`src/rtl/fpga_stream_pkg.sv`:
```
// fpga_stream_pkg: register map, CTRL/STAT bit positions and defaults for the stream sink
package fpga_stream_pkg;
   localparam int DEPTH_DEFAULT = 32;
   typedef enum logic [1:0] {
      ADDR_CTRL  = 2'd0,
      ADDR_STAT  = 2'd1,
      ADDR_DATA  = 2'd2,
      ADDR_BYTES = 2'd3
   } reg_addr_e;
   localparam int CTRL_EN      = 0;
   localparam int CTRL_FLUSH   = 1;
   localparam int CTRL_CLR     = 2;
   localparam int STAT_EMPTY   = 12;
   localparam int STAT_FULL    = 13;
   localparam int STAT_UDF     = 14;
   localparam int STAT_PKT_LSB = 16;
endpackage

```
`src/rtl/fpga_byte_fifo.sv`:
```
// fpga_byte_fifo: 9-bit {last, byte} FIFO with asynchronous head read and one-cycle flush
import fpga_stream_pkg::*;
module fpga_byte_fifo #(
   parameter int DEPTH = DEPTH_DEFAULT
) (
   input  logic                     clk,
   input  logic                     reset,
   input  logic                     push,
   input  logic                     pop,
   input  logic                     flush,
   input  logic [8:0]               din,
   output logic [8:0]               head,
   output logic [$clog2(DEPTH):0]   level,
   output logic                     empty,
   output logic                     full
);
   localparam int AW = $clog2(DEPTH);
   localparam logic [AW:0] FULL_LVL = DEPTH[AW:0];
   logic [8:0]    mem [DEPTH];
   logic [AW-1:0] wr_ptr, rd_ptr;
   logic          push_ok, pop_ok;
   assign empty   = level == '0;
   assign full    = level == FULL_LVL;
   assign push_ok = push & ~full & ~flush;
   assign pop_ok  = pop & ~empty & ~flush;
   assign head    = mem[rd_ptr];
   always_ff @(posedge clk)
      if (push_ok) mem[wr_ptr] <= din;
   always_ff @(posedge clk or posedge reset)
      if (reset) begin
         wr_ptr <= '0;
         rd_ptr <= '0;
         level  <= '0;
      end else if (flush) begin
         wr_ptr <= '0;
         rd_ptr <= '0;
         level  <= '0;
      end else begin
         wr_ptr <= push_ok ? wr_ptr + 1'b1 : wr_ptr;
         rd_ptr <= pop_ok ? rd_ptr + 1'b1 : rd_ptr;
         level  <= level + {{AW{1'b0}}, push_ok} - {{AW{1'b0}}, pop_ok};
      end
endmodule

```
`src/rtl/fpga_stream_sink.sv`:
```
// fpga_stream_sink: AXI-Stream byte sink buffered in a FIFO and drained over an Avalon-MM slave
import fpga_stream_pkg::*;
module fpga_stream_sink #(
   parameter int DEPTH = DEPTH_DEFAULT
) (
   input  logic        clk,
   input  logic        reset,
   input  logic [1:0]  avs_address,
   input  logic        avs_chipselect,
   input  logic        avs_read,
   input  logic        avs_write_n,
   input  logic [31:0] avs_writedata,
   output logic [31:0] avs_readdata,
   input  logic [7:0]  axis4_s_tdata,
   input  logic        axis4_s_tvalid,
   input  logic        axis4_s_tlast,
   output logic        axis4_s_tready
);
   localparam int AW = $clog2(DEPTH);
   logic          en, flush_pend, udf;
   logic [7:0]    pkt_cnt;
   logic [31:0]   bytes, stat;
   logic [8:0]    head;
   logic [AW:0]   level;
   logic          empty, full, accept, ctrl_wr, clr, data_rd, pop, pkt_inc, pkt_dec;
   logic          unused_wd;
   assign unused_wd = ^avs_writedata[31:3];
   assign axis4_s_tready = en & ~full & ~flush_pend;
   assign accept  = axis4_s_tvalid & axis4_s_tready;
   assign ctrl_wr = avs_chipselect & ~avs_write_n & (avs_address == ADDR_CTRL);
   assign clr     = ctrl_wr & avs_writedata[CTRL_CLR];
   assign data_rd = avs_chipselect & avs_read & (avs_address == ADDR_DATA);
   assign pop     = data_rd & ~empty;
   assign pkt_inc = accept & axis4_s_tlast;
   assign pkt_dec = pop & head[8];
   fpga_byte_fifo #(.DEPTH(DEPTH)) u_fifo (
      .clk   (clk),
      .reset (reset),
      .push  (accept),
      .pop   (pop),
      .flush (flush_pend),
      .din   ({axis4_s_tlast, axis4_s_tdata}),
      .head  (head),
      .level (level),
      .empty (empty),
      .full  (full)
   );
   always_comb begin
      stat = '0;
      stat[8:0] = 9'(level);
      stat[STAT_EMPTY] = empty;
      stat[STAT_FULL] = full;
      stat[STAT_UDF] = udf;
      stat[STAT_PKT_LSB +: 8] = pkt_cnt;
   end
   // An empty FIFO reads as 0x200 so stale RAM contents never leak out
   assign avs_readdata = avs_address == ADDR_CTRL ? {31'b0, en} :
                         avs_address == ADDR_STAT ? stat :
                         avs_address == ADDR_DATA ? (empty ? 32'h200 : {23'b0, head}) : bytes;
   always_ff @(posedge clk or posedge reset)
      if (reset) begin
         en         <= 1'b0;
         flush_pend <= 1'b0;
         udf        <= 1'b0;
         pkt_cnt    <= '0;
         bytes      <= '0;
      end else begin
         if (ctrl_wr) en <= avs_writedata[CTRL_EN];
         flush_pend <= ctrl_wr & avs_writedata[CTRL_FLUSH];
         udf        <= clr ? 1'b0 : udf | (data_rd & empty);
         bytes      <= clr ? {31'b0, accept} : bytes + {31'b0, accept};
         pkt_cnt    <= flush_pend ? 8'd0 :
                       (pkt_inc & ~pkt_dec & pkt_cnt != 8'hFF) ? pkt_cnt + 8'd1 :
                       (pkt_dec & ~pkt_inc & pkt_cnt != 8'h00) ? pkt_cnt - 8'd1 : pkt_cnt;
      end
endmodule

```
`config.mk`:
```
export PLATFORM = sky130hd
export DESIGN_NAME = fpga_stream_sink
export DESIGN_NICKNAME = d
export VERILOG_FILES = /design/src/rtl/fpga_stream_pkg.sv /design/src/rtl/fpga_byte_fifo.sv /design/src/rtl/fpga_stream_sink.sv
export SDC_FILE = /design/constraint.sdc
export NUM_CORES = 1
export LEC_CHECK = 0
export BUFFER_PORTS_ARGS = -buffer_cell sky130_fd_sc_hd__buf_2
export CORE_ASPECT_RATIO = 1.5
export CORE_UTILIZATION = 50
export DETAILED_ROUTE_END_ITERATION = 10
export HOLD_SLACK_MARGIN = 0.12
export PLACE_DENSITY = 0.67
export SLEW_MARGIN = 20
export SYNTH_ARGS = -nofsm -noshare
export SYNTH_HDL_FRONTEND = slang
export SYNTH_SLANG_ARGS = --single-unit
```
`constraint.sdc`:
```
create_clock -name clk -period 8 [get_ports clk]
set_input_delay 0.8 -clock clk [delete_from_list [all_inputs] [get_ports clk]]
set_output_delay 0.8 -clock clk [all_outputs]
set_load 0.005 [all_outputs]
```
* Word level (Yosys, flattened, before mapping)
Memories as Yosys holds them, arrays and structs flattened.
Cells that the tools add are included.
** Storage, ports and cells
- Register bits after elaboration :: 59
- Latch bits :: 0
- Memory bits (writable) :: 288
- Bits in read-only memories :: 0
- Output and inout port bits :: 33
- Logic and storage cells :: 70
- Memories :: 1
** Cells by class
- Add/subtract/negate cells :: 7
- Multipliers :: 0
- Divide/modulo/power cells :: 0
- $lt $le $gt $ge :: 0
- Eq/ne operators :: 4
- Shift-type cells :: 0
- Multiplexer cells :: 16
- Bitwise logic cells :: 28
- Reduce and logical (&&, ||, !) cells :: 6
** Memories
- u_fifo.mem :: depth 32, bits a word 9, rd ports 1, clocked after memory_dff 0, write ports 1, RTL line fpga_byte_fifo.sv:19 : logic [8:0] mem [DEPTH];
** Operator list (number)
- $mux W32 :: 4
- $add A32 B1 Y32 :: 1
- $mux W8 :: 3
- $and A1 B1 Y1 :: 21
- $mux W5 :: 4
- $add A5 B1 Y5 const B :: 2
- $mux W10 :: 1
- $add A8 B1 Y8 const B :: 1
- $ne A8 B8 Y1 const B :: 1
- $reduce_bool A8 Y1 :: 1
- $sub A8 B1 Y8 const B :: 1
- $add A6 B1 Y6 :: 1
- $eq A6 B6 Y1 const B :: 1
- $logic_not A6 Y1 :: 1
- $mux W6 :: 1
- $not A1 Y1 :: 6
- $sub A6 B1 Y6 :: 1
- $reduce_bool A2 Y1 :: 2
- $mux W1 :: 3
- $reduce_bool A3 Y1 :: 1
- $eq A2 B1 Y1 const B :: 1
- $eq A2 B2 Y1 const B :: 1
- $logic_not A2 Y1 :: 1
- $or A1 B1 Y1 :: 1

* Longest topological paths before layout
- Word-level depth :: 12
- Gate-level depth with buffers :: 18
- Depth with buffers taken out :: 17

* Modules after synthesis
From an unflattened synthesis, not the netlist that was laid out.
** Unflattened totals
- Cell total of the unflattened synthesis :: 1021
- Area total of the unflattened synthesis :: 15217.1 µm²
** By module, submodules not included
- fpga_byte_fifo :: instances 1, cells each 689, area an instance 12249.2 µm²
- fpga_stream_sink :: instances 1, cells each 332, area an instance 2967.8 µm²

* Worst setup path before layout
OpenSTA, ideal clock, no wires.
- Path type :: input-to-reg
- Start point :: in avs_address[0]
- End point :: reg pkt_cnt[7]
- Setup time :: 0.125 ns
- Data arrival time :: 3.540 ns
- Data required time :: 7.875 ns
- Path slack :: 4.335 ns
- Cell stages on the path :: 14
- Buffers on the path :: 2
- Path through :: clkbuf_1 and3b_1 and3_1 buf_2 o31ai_4 nand2_1 ha_1 a21o_1 a21oi_1 o21ai_0 o41ai_1 nand2_1 mux2i_1 mux2_2
** On the way
- Word-level cells in the longest chain between the ends :: 9
** RTL lines
- start: declaration :: RTL line fpga_stream_sink.sv:8 : input logic [1:0] avs_address,
- $eq A2 B2 Y1 * :: RTL line fpga_stream_sink.sv:32 : assign data_rd = avs_chipselect & avs_read & (avs_address == ADDR_DATA);
- $and A1 B1 Y1 * :: RTL line fpga_stream_sink.sv:32
- $and A1 B1 Y1 * :: RTL line fpga_stream_sink.sv:33 : assign pop = data_rd & ~empty;
- $and A1 B1 Y1 * :: RTL line fpga_stream_sink.sv:35 : assign pkt_dec = pop & head[8];
- $not A1 Y1 :: RTL line fpga_stream_sink.sv:73 : (pkt_inc & ~pkt_dec & pkt_cnt != 8'hFF) ? pkt_cnt + 8'd1 :
- $and A1 B1 Y1 (2 in series) :: RTL line fpga_stream_sink.sv:73
- $mux W8 :: RTL line fpga_stream_sink.sv:73
- $mux W8 :: RTL line fpga_stream_sink.sv:72 : pkt_cnt <= flush_pend ? 8'd0 :
- end signal: assignment :: RTL line fpga_stream_sink.sv:72
- end: declaration :: RTL line fpga_stream_sink.sv:21 : logic [7:0] pkt_cnt;
Every way passes the cells marked *; elsewhere a longest branch is shown, timed or not.
A chain may end at the register's enable or synchronous reset.

* Worst setup path after layout
- Start point :: reg u_fifo.rd_ptr[0]
- End point :: out avs_readdata[0]
** On the way
- Word-level cells in the longest chain between the ends :: 5
** RTL lines
- start: declaration :: RTL line fpga_byte_fifo.sv:20 : logic [AW-1:0] wr_ptr, rd_ptr;
- start signal: assignment :: RTL line fpga_byte_fifo.sv:40 : rd_ptr <= pop_ok ? rd_ptr + 1'b1 : rd_ptr;
- $mem_v2 Z32 W9
- $mux W10 :: RTL line fpga_stream_sink.sv:59 : avs_address == ADDR_DATA ? (empty ? 32'h200 : {23'b0, head}) : bytes;
- $mux W32 :: RTL line fpga_stream_sink.sv:59
- $mux W32 :: RTL line fpga_stream_sink.sv:58 : avs_address == ADDR_STAT ? stat :
- $mux W32 :: RTL line fpga_stream_sink.sv:57 : assign avs_readdata = avs_address == ADDR_CTRL ? {31'b0, en} :
- end: declaration :: RTL line fpga_stream_sink.sv:13 : output logic [31:0] avs_readdata,
No other way between the ends.

==> flow_summary.toml <==
[global_routing]
antenna_found_initial = 0
track_usage_pct = 21.87
grt_overflow_total = 0
grt_max_degree = 53
grt_first_pass_wirelength_um = 48510
grt_pass1_vias = 8051

[clock_network]
holdBufCountCts = 0
clkLatencyLatePin_ns = 0.52
cts_setup_buffers = 0
root_buffer = "clkbuf_16"
cts_made_buffers = 34
cts.path.max_buffers = 3
cts_tree = "done"
cts_resized = 0
cts_num_sinks = 347
cts.htree.levels = 2
clkTransAtPathRegs_ns = 0.07

[worst_setup_path]
cp_cell_sequence = "buf_4 > mux4_2 > o21ai_0 > o221ai_1 > a21oi_1 > o21ai_0 > buf_2"
crit_type = "reg -> out"
cp_common_cell = "o21ai_0"
slowest_stage = "dfrtp_4"
crit_buf_inv = 2
crit_path_start = "u_fifo.rd_ptr[0]"
cp-start-kind = "flip-flop"
end_kind = "output port"
critPathMaxFanout = 46
path_delay_family = "flip-flops"
r2r_slack_ns = 3.27
cp.arrival_ns = 3.95
slowest_delay_ns = 0.99
required_ns = 7.20
crit-reg2reg-launch = "u_fifo.rd_ptr[1]"

[final_layout]
final_cell_area_um2 = 16630
antenna_cells = 0
nNetsFinal = 1076
drive_gt1_share_pct = 18.77
area_delta_synth_final_pct = 11.07

[status]
status = "complete, no violations"

[floorplan]
die_w_um = 143.3
start_util_pct = 50.78
core_area_um2 = 29480
die_h_um = 213.9
rows = 77
io_pins = 82
die_area_um2 = 30650

[routing]
wl_per_cell_um = 22.82
dr_wl_met2_um = 16800
highest_layer = "met4"
wl_met3_um = 1410
drc = 0
route.layer.met1.wl_um = 12320
dr.pass1.iters = 5
vias = 8169
postRouteAntennaNets = 0
wirelength_um = 32480
drt-initial-drc-count = 505
via_per_inst = 5.741

[sta]
fin_ws_ns = 3.246
whs_ns = 0.2062
fin_crit_sh_pct = 59.43
setup-tns-final_ns = 0
relSlewSlack_pct = 21.18
tightest_slew_ns = 1.178
final-hold-violation-count = 0
drv_slew = 0
fin_worst_skew_ns = 0.01721
rsz0062_at_grt = "false"
max_freq_ghz = 0.2103
setup_viol_count_final = 0
min_period_ns = 4.754

[placement]
port-buffer-count = 52
dpl_cell_area_um2 = 15560
gp_congestion = 0.8270
dp_slack_ns = 3.228
dp_hpwl_um = 20970

[run]
cap_violations = 0

[pwr]
leakage_nw = 5.972
ir_drop_uv = 206.2
p_per_area_nw_per_um2 = 311.4
fin_total_pwr_w = 0.005179

[logic_synthesis]
synth_top_area_share_pct = 57.77
syn_area_per_cell_um2 = 15.71
netlist_area_um2 = 14970
synth_fp_nets = 1026
synthFlopType = "edfxtp_1"
yosysTopAreaCell = "edfxtp_1"
ys_async_sr_fraction_pct = 17.00
synth_top_cells_by_area = "edfxtp_1 58%, dfrtp_1 9.9%, mux4_2 9.6%"
yosysSeqAreaShare_pct = 67.63
synth.most_common_cell = "edfxtp_1"
synth_cell_types = 59
syn_inst = 953
synth_seq_cells = 347
ys_warn_count = 0
synth_edf_count = 288
synth_common_cells = "288 x edfxtp_1, 96 x nor2_1, 64 x mux4_2"

[min_path]
hold_class = "in -> async"
worst reg2reg max path: cells and delay by family, from the launching register on:
kind,cells,cell delay (ns)
AO/OA/AOI/OAI,7,1.52
flip-flops,1,0.96
multiplexers,3,0.76
buffers and inverters,1,0.53
AND/OR/NAND/NOR,3,0.51
adder cells (fa/ha/maj),1,0.34
registers in the layout, summed over array words and instances, names as in the netlist:
name and flops:
bytes 32, en 1, flush_pend 1, pkt_cnt 8, u_fifo.level 6, u_fifo.mem 288, u_fifo.rd_ptr 5, u_fifo.wr_ptr 5
udf 1
report_power, final:
group	internal (W)	total, W	switching, W
sequential	0.00206	0.00228	0.000213
clock	0.000872	0.00154	0.000668
combinational	0.000646	0.00136	0.000715
cells in the final DEF (no fill, tap or decap), drive strengths merged, types with 17 or more instances in the layout:
| master | instances |
|---|---|
| and3 | 19 |
| buf | 59 |
| clkbuf | 39 |
| clkinv | 17 |
| dfrtp | 59 |
| edfxtp | 288 |
| ha | 22 |
| inv | 29 |
| mux2i | 48 |
| mux4 | 64 |
| nand2 | 56 |
| nand3 | 21 |
| nor2 | 96 |
| o21ai | 36 |
| xnor2 | 17 |
| xor2 | 26 |
final timing paths:
kind | end | depth (start not counted)
setup / recovery | avs_readdata[0] | 7
hold / removal | bytes[24] | 2
setup reg to reg | pkt_cnt[7] | 15
hold reg to reg | udf | 2
max in group asynchronous | u_fifo.rd_ptr[1] | 3
min in group clk | udf | 2
routing by layer:
metal / GRT usage, % / vias up
met5: 0 / -
met4: 13.05 / 0
met1: 25.97 / 4131
li1: - / 3724
met3: 2.909 / 75
met2: 37.59 / 239
cell families after synthesis:
family | count (synthesis) | share of synthesized area, %
compound gates | 92 | 3.978
simple gates | 256 | 8.182
buf+inv | 74 | 2.240
flops | 347 | 67.63
xor+xnor | 43 | 2.516
fa+ha+maj | 24 | 2.106
mux | 117 | 13.35
stage by stage:
step           instances  utilization [%]
6_report            1423            56.40
5_1_grt             1423            56.40
4_1_cts             1423            56.40
3_5_place_dp        1362            52.78
3_3_place_gp        1362            52.78
2_1_floorplan        953                -
cell type report:
cell class / count / area (µm²)
flip-flops and latches: 347 / 10130
well taps: 395 / 494.2
clock buffers: 39 / 890.9
fillers: 2315 / 12850
clock inverters: 22 / 178.9
multi-input cells: 532 / 4511
repair buffers: 59 / 312.8
inverters: 29 / 108.9
Note: power is estimated with default switching activity, not from simulation.
